--- src/rtl/acc_serial_pkg.sv ---
// Shared types and constants for the accumulator serial receiver.
// Holds the FSM state encoding and bit-counter sizing helpers.
package acc_serial_pkg;

    typedef enum logic {
        RX_IDLE,
        RX_SHIFT
    } rxState_t;

    localparam int ACC_WIDTH_DEFAULT = 16;
    localparam int BIT_IDX_WIDTH = $clog2(ACC_WIDTH_DEFAULT);

    // A one-bit frame still needs a one-bit counter.
    function automatic int idxWidth(input int w);
        return (w < 2) ? 1 : $clog2(w);
    endfunction

endpackage

--- src/rtl/accumulator_serial_rx_if.sv ---
// Valid/ready output bundle carrying the two rebuilt lane words.
// master = receiver side, slave = consumer side.
interface accumulator_serial_rx_if #(
    parameter int ACC_WIDTH = acc_serial_pkg::ACC_WIDTH_DEFAULT
) ();

    logic [ACC_WIDTH-1:0] rxWord_SA;
    logic [ACC_WIDTH-1:0] rxWord_CML;
    logic                 rxValid;
    logic                 rxReady;

    modport master (
        output rxWord_SA,
        output rxWord_CML,
        output rxValid,
        input  rxReady
    );

    modport slave (
        input  rxWord_SA,
        input  rxWord_CML,
        input  rxValid,
        output rxReady
    );

endinterface

--- src/rtl/serial_lane_shifter.sv ---
// MSB-first lane deserializer with load (frame start) and shift.
// wordNext shows the word as it will be after this edge.
module serial_lane_shifter #(
    parameter int ACC_WIDTH = acc_serial_pkg::ACC_WIDTH_DEFAULT
) (
    input  logic                 serialClk,
    input  logic                 serialReset,
    input  logic                 load,
    input  logic                 shift,
    input  logic                 bitIn,
    output logic [ACC_WIDTH-1:0] wordNext
);

    logic [ACC_WIDTH-1:0] shiftReg;

    // Start seeds a fresh word; shift appends at the LSB end.
    always_comb begin
        wordNext = shiftReg;
        if (load) begin
            wordNext = ACC_WIDTH'(bitIn);
        end else if (shift) begin
            wordNext = (shiftReg << 1) | ACC_WIDTH'(bitIn);
        end
    end

    // Partial word register, cleared by reset.
    always_ff @(posedge serialClk or posedge serialReset) begin
        if (serialReset) begin
            shiftReg <= '0;
        end else begin
            shiftReg <= wordNext;
        end
    end

endmodule

--- src/rtl/accumulator_serial_rx.sv ---
// Accumulator readout link receiver: frame FSM, bit counter,
// output holding register and framing/overrun statistics.
module accumulator_serial_rx
    import acc_serial_pkg::*;
#(
    parameter int ACC_WIDTH       = ACC_WIDTH_DEFAULT,
    parameter int CNT_WIDTH       = 8,
    parameter int FRAME_CNT_WIDTH = 16
) (
    input  logic                       serialClk,
    input  logic                       serialReset,
    input  logic                       rxEnable,
    input  logic                       serialStart,
    input  logic                       serialOut_SA,
    input  logic                       serialOut_CML,
    accumulator_serial_rx_if.master    rxIf,
    output logic [FRAME_CNT_WIDTH-1:0] frameCount,
    output logic [CNT_WIDTH-1:0]       framingErrCount,
    output logic [CNT_WIDTH-1:0]       overrunCount,
    output logic                       busy
);

    localparam int IDX_W = idxWidth(ACC_WIDTH);
    localparam logic [IDX_W-1:0] LAST_IDX = IDX_W'(ACC_WIDTH - 1);

    rxState_t             state;
    rxState_t             stateNext;
    logic [IDX_W-1:0]     bitIdx;
    logic                 load;
    logic                 shift;
    logic                 complete;
    logic                 frameErr;
    logic [ACC_WIDTH-1:0] wordSA;
    logic [ACC_WIDTH-1:0] wordCML;

    serial_lane_shifter #(.ACC_WIDTH(ACC_WIDTH)) u_shiftSA (
        .serialClk   (serialClk),
        .serialReset (serialReset),
        .load        (load),
        .shift       (shift),
        .bitIn       (serialOut_SA),
        .wordNext    (wordSA)
    );

    serial_lane_shifter #(.ACC_WIDTH(ACC_WIDTH)) u_shiftCML (
        .serialClk   (serialClk),
        .serialReset (serialReset),
        .load        (load),
        .shift       (shift),
        .bitIn       (serialOut_CML),
        .wordNext    (wordCML)
    );

    // State register.
    always_ff @(posedge serialClk or posedge serialReset) begin
        if (serialReset) begin
            state <= RX_IDLE;
        end else begin
            state <= stateNext;
        end
    end

    // Next state and per-edge frame controls.
    always_comb begin
        stateNext = state;
        load      = 1'b0;
        shift     = 1'b0;
        complete  = 1'b0;
        frameErr  = 1'b0;
        unique case (state)
            RX_IDLE: begin
                if (serialStart && rxEnable) begin
                    load = 1'b1;
                    if (ACC_WIDTH == 1) begin
                        complete = 1'b1;
                    end else begin
                        stateNext = RX_SHIFT;
                    end
                end
            end
            RX_SHIFT: begin
                if (serialStart) begin
                    load     = 1'b1;
                    frameErr = 1'b1;
                end else begin
                    shift = 1'b1;
                    if (bitIdx == LAST_IDX) begin
                        complete  = 1'b1;
                        stateNext = RX_IDLE;
                    end
                end
            end
            default: stateNext = RX_IDLE;
        endcase
    end

    // Bit position within the current frame.
    always_ff @(posedge serialClk or posedge serialReset) begin
        if (serialReset) begin
            bitIdx <= '0;
        end else if (load) begin
            bitIdx <= IDX_W'(1);
        end else if (shift) begin
            bitIdx <= bitIdx + 1'b1;
        end
    end

    // Output holding register, frame and overrun accounting.
    always_ff @(posedge serialClk or posedge serialReset) begin
        if (serialReset) begin
            rxIf.rxWord_SA  <= '0;
            rxIf.rxWord_CML <= '0;
            rxIf.rxValid    <= 1'b0;
            frameCount      <= '0;
            overrunCount    <= '0;
        end else if (complete) begin
            if (!rxIf.rxValid || rxIf.rxReady) begin
                rxIf.rxWord_SA  <= wordSA;
                rxIf.rxWord_CML <= wordCML;
                rxIf.rxValid    <= 1'b1;
                frameCount      <= frameCount + 1'b1;
            end else if (overrunCount != '1) begin
                overrunCount <= overrunCount + 1'b1;
            end
        end else if (rxIf.rxValid && rxIf.rxReady) begin
            rxIf.rxValid <= 1'b0;
        end
    end

    // Saturating count of aborted frames.
    always_ff @(posedge serialClk or posedge serialReset) begin
        if (serialReset) begin
            framingErrCount <= '0;
        end else if (frameErr && framingErrCount != '1) begin
            framingErrCount <= framingErrCount + 1'b1;
        end
    end

    assign busy = (state == RX_SHIFT);

endmodule

--- src/flat_wrapper.sv ---
// flat-port wrapper written by rule: the top's interface ports become plain ports
module accumulator_serial_rx_flat import acc_serial_pkg::*;
#(
    parameter int ACC_WIDTH       = ACC_WIDTH_DEFAULT,
    parameter int CNT_WIDTH       = 8,
    parameter int FRAME_CNT_WIDTH = 16
)
  (serialClk, serialReset, rxEnable, serialStart, serialOut_SA, serialOut_CML, frameCount, framingErrCount, overrunCount, busy, rxIf_rxWord_SA, rxIf_rxWord_CML, rxIf_rxValid, rxIf_rxReady);
  accumulator_serial_rx_if #(.ACC_WIDTH(ACC_WIDTH)) rxIf_i ();
  input  logic serialClk;
  input  logic serialReset;
  input  logic rxEnable;
  input  logic serialStart;
  input  logic serialOut_SA;
  input  logic serialOut_CML;
  output logic [FRAME_CNT_WIDTH-1:0] frameCount;
  output logic [CNT_WIDTH-1:0] framingErrCount;
  output logic [CNT_WIDTH-1:0] overrunCount;
  output logic busy;
  output wire logic [$bits(rxIf_i.rxWord_SA)-1:0] rxIf_rxWord_SA;
  output wire logic [$bits(rxIf_i.rxWord_CML)-1:0] rxIf_rxWord_CML;
  output wire logic [$bits(rxIf_i.rxValid)-1:0] rxIf_rxValid;
  input wire logic [$bits(rxIf_i.rxReady)-1:0] rxIf_rxReady;
  assign rxIf_rxWord_SA = rxIf_i.rxWord_SA;
  assign rxIf_rxWord_CML = rxIf_i.rxWord_CML;
  assign rxIf_rxValid = rxIf_i.rxValid;
  assign rxIf_i.rxReady = rxIf_rxReady;
  accumulator_serial_rx #(.ACC_WIDTH(ACC_WIDTH), .CNT_WIDTH(CNT_WIDTH), .FRAME_CNT_WIDTH(FRAME_CNT_WIDTH)) u_core (.serialClk(serialClk), .serialReset(serialReset), .rxEnable(rxEnable), .serialStart(serialStart), .serialOut_SA(serialOut_SA), .serialOut_CML(serialOut_CML), .rxIf(rxIf_i), .frameCount(frameCount), .framingErrCount(framingErrCount), .overrunCount(overrunCount), .busy(busy));
endmodule
--- config.mk ---
export PLATFORM = sky130hd
export DESIGN_NAME = accumulator_serial_rx_flat
export DESIGN_NICKNAME = d
export VERILOG_FILES = /design/src/rtl/acc_serial_pkg.sv /design/src/rtl/accumulator_serial_rx_if.sv /design/src/rtl/serial_lane_shifter.sv /design/src/rtl/accumulator_serial_rx.sv /design/src/flat_wrapper.sv
export SDC_FILE = /design/constraint.sdc
export NUM_CORES = 1
export LEC_CHECK = 0
export CAP_MARGIN = 5
export CORE_AREA = 2 2 86 129
export CTS_BUF_LIST = sky130_fd_sc_hd__clkbuf_2 sky130_fd_sc_hd__clkbuf_4 sky130_fd_sc_hd__clkbuf_8
export CTS_CLUSTER_DIAMETER = 120
export CTS_CLUSTER_SIZE = 20
export DETAILED_ROUTE_END_ITERATION = 10
export DIE_AREA = 0 0 88 131
export PLACE_DENSITY = 0.61
export SYNTH_ARGS = -nofsm -noshare
export SYNTH_HDL_FRONTEND = slang
export SYNTH_SLANG_ARGS = --single-unit
--- constraint.sdc ---
create_clock -name serialClk -period 3.65 [get_ports serialClk]
set_clock_uncertainty 0.15 [all_clocks]
set_input_delay 0.365 -clock serialClk [delete_from_list [all_inputs] [get_ports serialClk]]
set_output_delay 0.365 -clock serialClk [all_outputs]
set_load 0.01 [all_outputs]
==> flow_metrics.tcl <==
set metrics [dict create \
    status "completed" \
    dieArea_mm2 0.0115 \
    slew_headroom_pct 41.0 \
    die_w_um 88 \
    rows 46 \
    setup_slack_ns 1.40 \
    routed_wl_um 7640 \
    utilization_pct 49.1 \
    hold_viol 0 \
    grt-ovfl-total 0 \
    critPathLaunchType "flip-flop" \
    final_cells 507 \
    tightest_slew_ns 0.878 \
    synth.avg_cell_area_um2 14.2 \
    cp.arrival_ns 2.36 \
    cts_tree "built" \
    grt_pass1_wl_um 13000 \
    drt_pass1_iterations 4 \
    post_cts_resized 0 \
    synthDistinctLibCells 29 \
    drive_gt1_share_pct 18.5 \
    design.core.area_mm2 0.0104 \
    clk_latency_ns 0.37 \
    start_util_pct 38.9 \
    r2r_slack_ns 1.40 \
    power_mw 2.11 \
    numCtsBuffers 9 \
    drv_slew 0 \
    ys_ff_latch 102 \
    r2r_start "u_core.bitIdx[0]" \
    dp.cells 491 \
    required_ns 3.76 \
    setup_tns_ns 0 \
    cts_hold_buf 0 \
    die_h_um 131 \
    peakVddDrop_mv 0.362 \
    drt_iter0_markers 60 \
    mostFrequentLayoutCells "dfrtp_1 (102), clkdlybuf4s50_1 (72), mux2_2 (37)" \
    setup_violations 0 \
    p_leak_nw 2.31 \
    clock_path_buffers 2 \
    postCtsSetupBuffers 0 \
    timing.rr.end "u_core.frameCount[10]" \
    cap_violations 0 \
    async_flop_share_pct 100 \
    htreeDepth 3 \
    synth_edf_count 0 \
    synth_cells 286 \
    critical_path_class "flip-flop to flip-flop" \
    max_freq_mhz 445 \
    grt_start_max_net_pins 57 \
    ios 73 \
    nets 369 \
    hold_class "input port to async pin" \
    dp_hpwl_um 5130 \
    post-route-period-util_pct 61.6 \
    netlist_area_mm2 0.00405 \
    yosysSeqAreaShare_pct 63.1 \
    vias_per_cell 4.89 \
    grt_pass1_vias 2617 \
    post-place-ws_ns 1.04 \
    cellPowerDensity_mw_per_mm2 412 \
    final_common_cell "dfrtp_1" \
    whs_ns 0.257 \
    route.detailed.drc 0 \
    synth_flop_cell "dfrtp_1" \
    crit_end "u_core.frameCount[10]" \
    gp_congestion 0.768 \
    postPlaceCellArea_mm2 0.00494 \
    rsz0062_at_grt "false" \
    reg2reg_depth 5 \
    final_cell_area_mm2 0.00512 \
    clock-sinks 102 \
    wl_per_cell_um 15.1 \
    area_growth_pct 26.4 \
    yosysWarnings 0 \
    startpoint "u_core.bitIdx[0]" \
    port_buffers 72 \
    clk_pin_slew_worst_paths_ns 0.10 \
    num-fill-cells 946 \
    grt_usage_pct 14.6 \
    vias 2480 \
    fin_crit_ns 2.25 \
    cts-root-buf "clkbuf_8" \
    antenna_found_initial 0 \
    worstPathMaxFanout 10 \
    antenna_cells 0 \
    synthesis.nets 297 \
    ant_nets 0 \
    end_kind "flip-flop" \
]
[synth_stat cells, types with 2 or more instances]
master | count | share of area, %
a22o_1 | 32 | 6.9
and3_1 | 6 | 0.93
and4_1 | 3 | 0.65
buf_2 | 3 | 0.37
clkbuf_1 | 10 | 0.93
dfrtp_1 | 102 | 63
ha_1 | 4 | 1.2
mux2_2 | 37 | 10
nand2_1 | 12 | 1.1
nand3_1 | 11 | 1.4
nand4_1 | 8 | 1.2
nor2_1 | 4 | 0.37
nor2b_1 | 3 | 0.46
nor3_1 | 3 | 0.37
nor4_2 | 3 | 0.93
nor4b_2 | 2 | 0.74
o21ai_0 | 3 | 0.37
xnor2_1 | 21 | 4.5
xor2_1 | 9 | 1.9
[layer usage]
layer / up-vias / routed length, um / track usage, %
met5: - / 0 / 0
met4: 0 / 146 / 6.61
met3: 13 / 342 / 4.02
met2: 58 / 3710 / 22.2
met1: 1232 / 3440 / 19.3
li1: 1177 / - / -
[worst min path at each step]
| stage | start | to | slack (ns) | cells past startpoint |
|---|---|---|---|---|
| after global placement | u_core.frameCount[15] | u_core.frameCount[15] | 0.31 | 1 |
| after detailed placement | u_core.frameCount[15] | u_core.frameCount[15] | 0.32 | 1 |
| final | serialReset | u_core.rxIf.rxWord_SA[6] | 0.26 | 2 |
| after global routing | serialReset | u_core.rxIf.rxWord_SA[6] | 0.32 | 2 |
| after floorplan | u_core.u_shiftCML.shiftReg[15] | u_core.u_shiftCML.shiftReg[15] | 0.31 | 1 |
| after CTS | serialReset | u_core.rxIf.rxWord_SA[6] | 0.27 | 2 |
[sequential cells by signal, summed over array words and instances, names as in the netlist]
signal / count
u_core.frameCount: 16
u_core.rxIf.rxWord_CML: 16
u_core.rxIf.rxWord_SA: 16
u_core.u_shiftCML.shiftReg: 16
u_core.u_shiftSA.shiftReg: 16
u_core.framingErrCount: 8
u_core.overrunCount: 8
u_core.bitIdx: 4
u_core.busy: 1
u_core.rxIf.rxValid: 1
[layout make-up]
class / count / area, um2 / area share, %
Sequential cell: 102 / 2550 / 49.9
Timing Repair Buffer: 76 / 763 / 14.9
Clock inverter: 6 / 47.5 / 0.929
Tap cell: 144 / 180 / 3.52
Inverter: 1 / 6.26 / 0.122
Clock buffer: 10 / 131 / 2.57
Multi-Input combinational cell: 168 / 1440 / 28.1
[worst max-delay path: stages, from the launching register on]
cell      delay (ns)
dfrtp_1         0.40
ha_1            0.24
nand3b_4        0.12
nor4_2          0.80
nand4_1         0.24
xnor2_1         0.19
[where the power goes]
group | internal (mW) | switching (mW)
clock | 0.259 | 0.396
sequential | 1.18 | 0.0536
combinational | 0.121 | 0.0983
[kinds of logic after synthesis]
| family | after synthesis | share of synthesized area [%] |
|---|---|---|
| buffers and inverters | 16 | 1.85 |
| and+or+nand+nor | 59 | 9.15 |
| AOI/OAI and AO/OA | 37 | 7.67 |
| muxes | 38 | 10.5 |
| xor gates and xnor gates | 30 | 6.49 |
| DFF | 102 | 63.1 |
| adders and majority gates | 4 | 1.24 |
No activity file was read; power rests on OpenSTA's default activity.
